<file path="src/rtl/uart_pkg.sv">
// uart_pkg: shared state encoding, tag nibble and round-robin pick helper
// for the UART transmitter arbiter (uart_tx_arbiter, rr_arbiter).
package uart_pkg;

  typedef enum logic [2:0] {
    IDLE     = 3'd0,
    TAG      = 3'd1,
    TAG_WAIT = 3'd2,
    LOAD     = 3'd3,
    WAIT     = 3'd4,
    RELEASE  = 3'd5
  } state_e;

  localparam logic [3:0] TAG_NIBBLE = 4'hA;

  // Returns {found, index}: first set bit of valid at or after ptr,
  // wrapping at n. Scanned from the far end so the nearest hit wins.
  function automatic logic [4:0] rr_pick(
    input logic [15:0] valid,
    input logic [3:0]  ptr,
    input int          n
  );
    logic [4:0] r;
    logic [4:0] s;
    r = '0;
    for (int i = 15; i >= 0; i--) begin
      s = {1'b0, ptr} + 5'(i);
      if (s >= 5'(n)) s = s - 5'(n);
      if (i < n && valid[s[3:0]]) r = {1'b1, s[3:0]};
    end
    return r;
  endfunction

endpackage

</file>
<file path="src/rtl/rr_arbiter.sv">
// rr_arbiter: combinational round-robin pick over N requesters plus the
// registered pointer. Ports: clk, reset (async, active-low), valid_i[N],
// upd_i (advance pointer past upd_idx_i), any_o, pick_o[4].
module rr_arbiter
  import uart_pkg::*;
#(
  parameter int N = 4
) (
  input  logic         clk,
  input  logic         reset,
  input  logic [N-1:0] valid_i,
  input  logic         upd_i,
  input  logic [3:0]   upd_idx_i,
  output logic         any_o,
  output logic [3:0]   pick_o
);

  logic [3:0]  ptr_q, ptr_d;
  logic [15:0] valid_ext;
  logic [4:0]  res;

  always_comb begin
    valid_ext = '0;
    valid_ext[N-1:0] = valid_i;
    res = rr_pick(valid_ext, ptr_q, N);
  end

  assign any_o  = res[4];
  assign pick_o = res[3:0];

  always_comb begin
    ptr_d = ptr_q;
    if (upd_i) begin
      ptr_d = (upd_idx_i == 4'(N - 1)) ? 4'd0 : upd_idx_i + 4'd1;
    end
  end

  always_ff @(posedge clk or negedge reset) begin
    if (!reset) ptr_q <= '0;
    else        ptr_q <= ptr_d;
  end

endmodule

</file>
<file path="src/rtl/uart_tx_arbiter.sv">
// uart_tx_arbiter: shares one UART transmitter among N byte requesters,
// round-robin, bursts of up to MAX_BURST bytes per grant.
// Ports: clk, reset (async, active-low), req_valid[N], req_data[8N],
// req_ready[N], tx_start, tx_data[8], tx_done, grant_id[4], busy.
// Option: define UART_ARB_TAG_EN to prefix each grant with {4'hA, id}.
module uart_tx_arbiter
  import uart_pkg::*;
#(
  parameter int N         = 4,
  parameter int MAX_BURST = 8
) (
  input  logic           clk,
  input  logic           reset,
  input  logic [N-1:0]   req_valid,
  input  logic [8*N-1:0] req_data,
  output logic [N-1:0]   req_ready,
  output logic           tx_start,
  output logic [7:0]     tx_data,
  input  logic           tx_done,
  output logic [3:0]     grant_id,
  output logic           busy
);

  state_e       state_q, state_d;
  logic [3:0]   grant_q, grant_d;
  logic [7:0]   cnt_q, cnt_d;
  logic [7:0]   data_q, data_d;
  logic         start_q, start_d;
  logic [15:0]  valid_ext;
  logic [127:0] data_ext;
  logic         any;
  logic [3:0]   pick;
  logic         own_valid;

  rr_arbiter #(.N(N)) u_rr (
    .clk       (clk),
    .reset     (reset),
    .valid_i   (req_valid),
    .upd_i     (state_q == RELEASE),
    .upd_idx_i (grant_q),
    .any_o     (any),
    .pick_o    (pick)
  );

  // Widen to 16 lanes so the 4-bit grant indexes without width games.
  always_comb begin
    valid_ext = '0;
    valid_ext[N-1:0] = req_valid;
    data_ext = '0;
    data_ext[8*N-1:0] = req_data;
  end

  assign own_valid = valid_ext[grant_q];

  always_comb begin
    state_d   = state_q;
    grant_d   = grant_q;
    cnt_d     = cnt_q;
    data_d    = data_q;
    start_d   = 1'b0;
    req_ready = '0;
    unique case (state_q)
      IDLE: begin
        if (any) begin
          grant_d = pick;
          cnt_d   = '0;
`ifdef UART_ARB_TAG_EN
          state_d = TAG;
`else
          state_d = LOAD;
`endif
        end
      end
`ifdef UART_ARB_TAG_EN
      TAG: begin
        data_d  = {TAG_NIBBLE, grant_q};
        start_d = 1'b1;
        state_d = TAG_WAIT;
      end
      TAG_WAIT: begin
        if (tx_done) state_d = LOAD;
      end
`endif
      LOAD: begin
        if (own_valid) begin
          for (int i = 0; i < N; i++) begin
            req_ready[i] = (grant_q == 4'(i));
          end
          data_d  = data_ext[{grant_q, 3'b000} +: 8];
          start_d = 1'b1;
          cnt_d   = cnt_q + 8'd1;
          state_d = WAIT;
        end else begin
          state_d = RELEASE;
        end
      end
      WAIT: begin
        if (tx_done) begin
          state_d = (cnt_q == 8'(MAX_BURST)) ? RELEASE : LOAD;
        end
      end
      RELEASE: state_d = IDLE;
      default: state_d = IDLE;
    endcase
  end

  always_ff @(posedge clk or negedge reset) begin
    if (!reset) begin
      state_q <= IDLE;
      grant_q <= '0;
      cnt_q   <= '0;
      data_q  <= '0;
      start_q <= 1'b0;
    end else begin
      state_q <= state_d;
      grant_q <= grant_d;
      cnt_q   <= cnt_d;
      data_q  <= data_d;
      start_q <= start_d;
    end
  end

  assign tx_start = start_q;
  assign tx_data  = data_q;
  assign grant_id = grant_q;
  assign busy     = (state_q != IDLE) && (state_q != RELEASE);

endmodule
</file>
<file path="config.mk">
export PLATFORM = sky130hd
export DESIGN_NAME = uart_tx_arbiter
export DESIGN_NICKNAME = d
export VERILOG_FILES = /design/src/rtl/uart_pkg.sv /design/src/rtl/rr_arbiter.sv /design/src/rtl/uart_tx_arbiter.sv
export SDC_FILE = /design/constraint.sdc
export NUM_CORES = 1
export LEC_CHECK = 0
export CAP_MARGIN = 20
export CORE_ASPECT_RATIO = 0.9
export CORE_UTILIZATION = 40
export DETAILED_ROUTE_END_ITERATION = 16
export PLACE_DENSITY_LB_ADDON = 0.08
export SLEW_MARGIN = 20
export SYNTH_ARGS = -nofsm -noshare
export SYNTH_HDL_FRONTEND = slang
export SYNTH_SLANG_ARGS = --single-unit
</file>
<file path="constraint.sdc">
create_clock -name clk -period 2.78 [get_ports clk]
set_input_delay 0.278 -clock clk [delete_from_list [all_inputs] [get_ports clk]]
set_output_delay 0.278 -clock clk [all_outputs]
set_load 0.03 [all_outputs]
</file>
==> results.yml, run 1 <==
outcome:
  status: "finished clean"
drt:
  vias: 1691
  drtIter0Drc: 61
  viasPerCell: 5.17
  wl_per_cell_um: 14.7
  totalWireLength_um: 4810
  firstDrtPassIters: 4
  drc: 0
  final_antenna_net_count: 0
logic_synthesis:
  yosys.area.top_type_share_pct: 33.6
  yosysWarnings: 0
  synth_area_mm2: 0.00208
  yosys-top-cells-area: "dfrtp_1 34%, mux4_2 9.7%, ha_1 9.6%"
  synth_top_cell_by_area: "dfrtp_1"
  syn_area_per_cell_um2: 10.5
  synth_edf_count: 0
  synth-async-reset-ratio_pct: 100
  ys_ff_latch: 28
  synth_ff_type: "dfrtp_1"
  synth_fp_nets: 253
  ys_seq_area_share_pct: 33.6
  synthCells: 198
  synth.distinct_cells: 45
cts:
  cts-buffers-inserted: 3
  tritoncts: "done"
  clock_latency_ps: 280
  clk_pin_slew_ps: 100
  numClockSinks: 28
  cts_root_buf: "clkbuf_8"
  cts_hold_buf: 0
  cts_buffer_depth: 2
  htreeDepth: 1
power:
  power.internal_mw: 1.52
  clockPowerShare_pct: 9.6
  sw_frac_of_total_pct: 42.6
  power_density_mw_per_mm2: 926
  vdd_drop_max_mv: 0.429
  p_seq_share_pct: 24.2
  static-leakage-power_nw: 1.23
  p_switching_mw: 1.13
  pwr-share-comb_pct: 66.2
critical_path:
  rrSetupSlack_ps: 170
  crit_family: "compound AO/OA/AOI/OAI gates"
  critPathLaunchType: "flip-flop"
  rr_worst_depth: 12
  r2r-end: "grant_id[3]$_DFFE_PN0P_"
  worstPathCellList: "inv_1 > ha_1 > inv_1 > ha_1 > nor2_1 > a31oi_1 > o221ai_1 > a211oi_2 > nor4_2 > buf_4 > buf_12 > nor2b_1"
  cp_max_fo: 9
  slowest_stage: "dfrtp_1"
  crit_arrival_ps: 2820
  reg2reg_from: "u_rr.ptr_q[1]$_DFFE_PN0N_"
  timing.critical_path.buf_inv: 4
  cpPeakStageDelay_ps: 400
  crit_path_end_kind: "flip-flop"
  required_ps: 2990
  path_class: "reg2reg"
floorplan:
  start_util_pct: 42.3
  dieArea_mm2: 0.00550
  die_x_um: 78.1
  pin_count: 57
  die_y_um: 70.5
  coreArea_mm2: 0.00492
  rows: 24
layout:
  drive_above_1_share_pct: 21.4
  final_core_util_pct: 58.0
  n_antenna_cell: 0
  synthToLayoutAreaGrowth_pct: 37.1
  fin_nets: 318
  final_cells: 327
timing:
  finalSetupViolations: 0
  layout_setup_ws_ps: 170
  timing.final.crit_share_pct: 93.9
  period_minus_slack_ps: 2610
  tightest_slew_ps: 500
  max_slew_margin_pct: 66.5
  hold_viol_final: 0
  tns_ps: 0
  clock_skew_ps: 7.96
  drv_slew: 0
  fmax_mhz: 383
grt:
  antenna_found_initial: 0
  grt_pass1_vias: 1645
  grt_pass1_wl_um: 7970
  grt_max_degree: 29
  overflow: 0
  grtUsageTotal_pct: 18.3
placed_design:
  pre_cts_ws_ps: 227
  portBuffers: 56
  dp_cells: 321
  detailed_place_hpwl_um: 3740
  place.gp.congestion: 0.839
run:
  maxCapViolations: 0
hold_path:
  hp-class: "in2async"
## power groups by stage
stage | combinational (mW) | clock (mW) | sequential [mW]
2_1_floorplan | 0.971 | 0 | 0.802
3_3_place_gp | 1.63 | 0 | 0.647
3_5_place_dp | 1.64 | 0 | 0.647
4_1_cts | 1.65 | 0.262 | 0.640
5_1_grt | 1.91 | 0.271 | 0.660
6_report | 1.75 | 0.254 | 0.639
## what timing repair did
| item | CTS | global route |
|---|---|---|
| setup buffers | 0 | 2 |
| setup endpoints to repair | 0 | 2 |
| gates resized for setup | 0 | 8 |
## per-layer routing
metal | up-vias | global-route usage, % | part of all wire [%]
li1 | 843 | - | -
met1 | 804 | 25.7 | 48
met2 | 40 | 28.6 | 46
met3 | 4 | 4.97 | 5.6
met4 | 0 | 2.47 | 0.79
met5 | - | 0 | 0
## cell type report
| class | count | area, µm² |
|---|---|---|
| inverters | 10 | 37.5 |
| flip-flops and latches | 28 | 702 |
| repair buffers | 68 | 653 |
| well taps | 65 | 81.3 |
| fillers | 441 | 2070 |
| clock buffers | 4 | 55.1 |
| multi-input cells | 152 | 1330 |
## worst reg2reg max path, stage by stage (launching register included)
cell and delay, ps:
dfrtp_1 400, inv_1 90, ha_1 350, inv_1 60, ha_1 280, nor2_1 40, a31oi_1 320, o221ai_1 220
a211oi_2 280, nor4_2 90, buf_4 160, buf_12 130, nor2b_1 100
## how the worst max path moves through the flow
stage,startpoint,end,slack (ps),cells after the start
6_report,u_rr.ptr_q[1]$_DFFE_PN0N_,grant_id[3]$_DFFE_PN0P_,170,12
5_1_grt,u_rr.ptr_q[0]$_DFFE_PN0N_,grant_id[1]$_DFFE_PN0P_,-50,11
3_3_place_gp,u_rr.ptr_q[2]$_DFFE_PN0N_,grant_id[1]$_DFFE_PN0P_,290,10
2_1_floorplan,u_rr.ptr_q[1]$_DFFE_PN0N_,state_q[0]$_DFFE_PN0P_,20,12
4_1_cts,u_rr.ptr_q[2]$_DFFE_PN0N_,grant_id[1]$_DFFE_PN0P_,190,10
3_5_place_dp,u_rr.ptr_q[2]$_DFFE_PN0N_,grant_id[1]$_DFFE_PN0P_,230,10
## sequential cells by signal, indices dropped and copies added, names as in the netlist
register	count
cnt_q	8
u_rr.ptr_q	4
state_q	3
tx_data	8
tx_start	1
grant_id	4
## cells by family after synthesis
family,Yosys count,synth area share [%]
compound gates,35,12.7
mux,29,20.1
flops,28,33.6
simple gates,60,14.8
buf+inv,18,4.08
fa+ha+maj,16,9.61
xor+xnor,12,5.05
## cells in the final DEF (no fill, tap or decap), types with 2 or more instances in the layout
cell	netlist	layout
clkdlybuf4s50_1	0	52
dfrtp_1	28	27
ha_1	16	16
nor2_1	16	15
buf_4	2	15
nand2_1	14	14
mux2_2	13	13
inv_1	9	9
mux4_2	9	9
xor2_1	8	8
o21ai_0	9	8
mux2i_1	7	7
nor2b_1	7	6
a21oi_1	6	5
a211oi_1	4	4
and2_1	4	4
clkbuf_8	0	4
xnor2_1	4	3
and3_1	3	3
nand4_1	3	3
or2_2	2	2
nand3b_1	2	2
nor3b_1	2	2
nand3_1	2	2
nor3_1	2	2
o211a_1	2	2
## cell usage after synthesis (2+ instances only)
cell and n:
nand3_1 2, xnor2_1 4, or2_2 2, o211a_1 2, xor2_1 8, a32oi_1 2
and2_1 4, dfrtp_1 28, nor2b_1 7, mux2i_1 7, buf_4 2, nand4_1 3
nor3b_1 2, clkbuf_1 2, buf_2 2, ha_1 16, and3_1 3, nor3_1 2
mux2_2 13, nand2_1 14, a211oi_1 4, a21oi_1 6, inv_1 9, mux4_2 9
nand3b_1 2, nor2_1 16, o21ai_0 9
## metrics by stage
stage	power [mW]	area (µm²)	hold slack (ps)
after floorplan	1.77	2080	-17.6
after global routing	2.84	2860	411
after global placement	2.28	2740	491
after CTS	2.56	2800	391
after detailed placement	2.29	2740	495
final	2.65	2860	370
Power figures use the tool's default switching activity.
==> run 2, diff against run 1 <==
TNS_END_PERCENT = 10   (was default)
==> results of run 2 <==
Same layout as run 1: the final DEF is identical, and so are final timing and power.
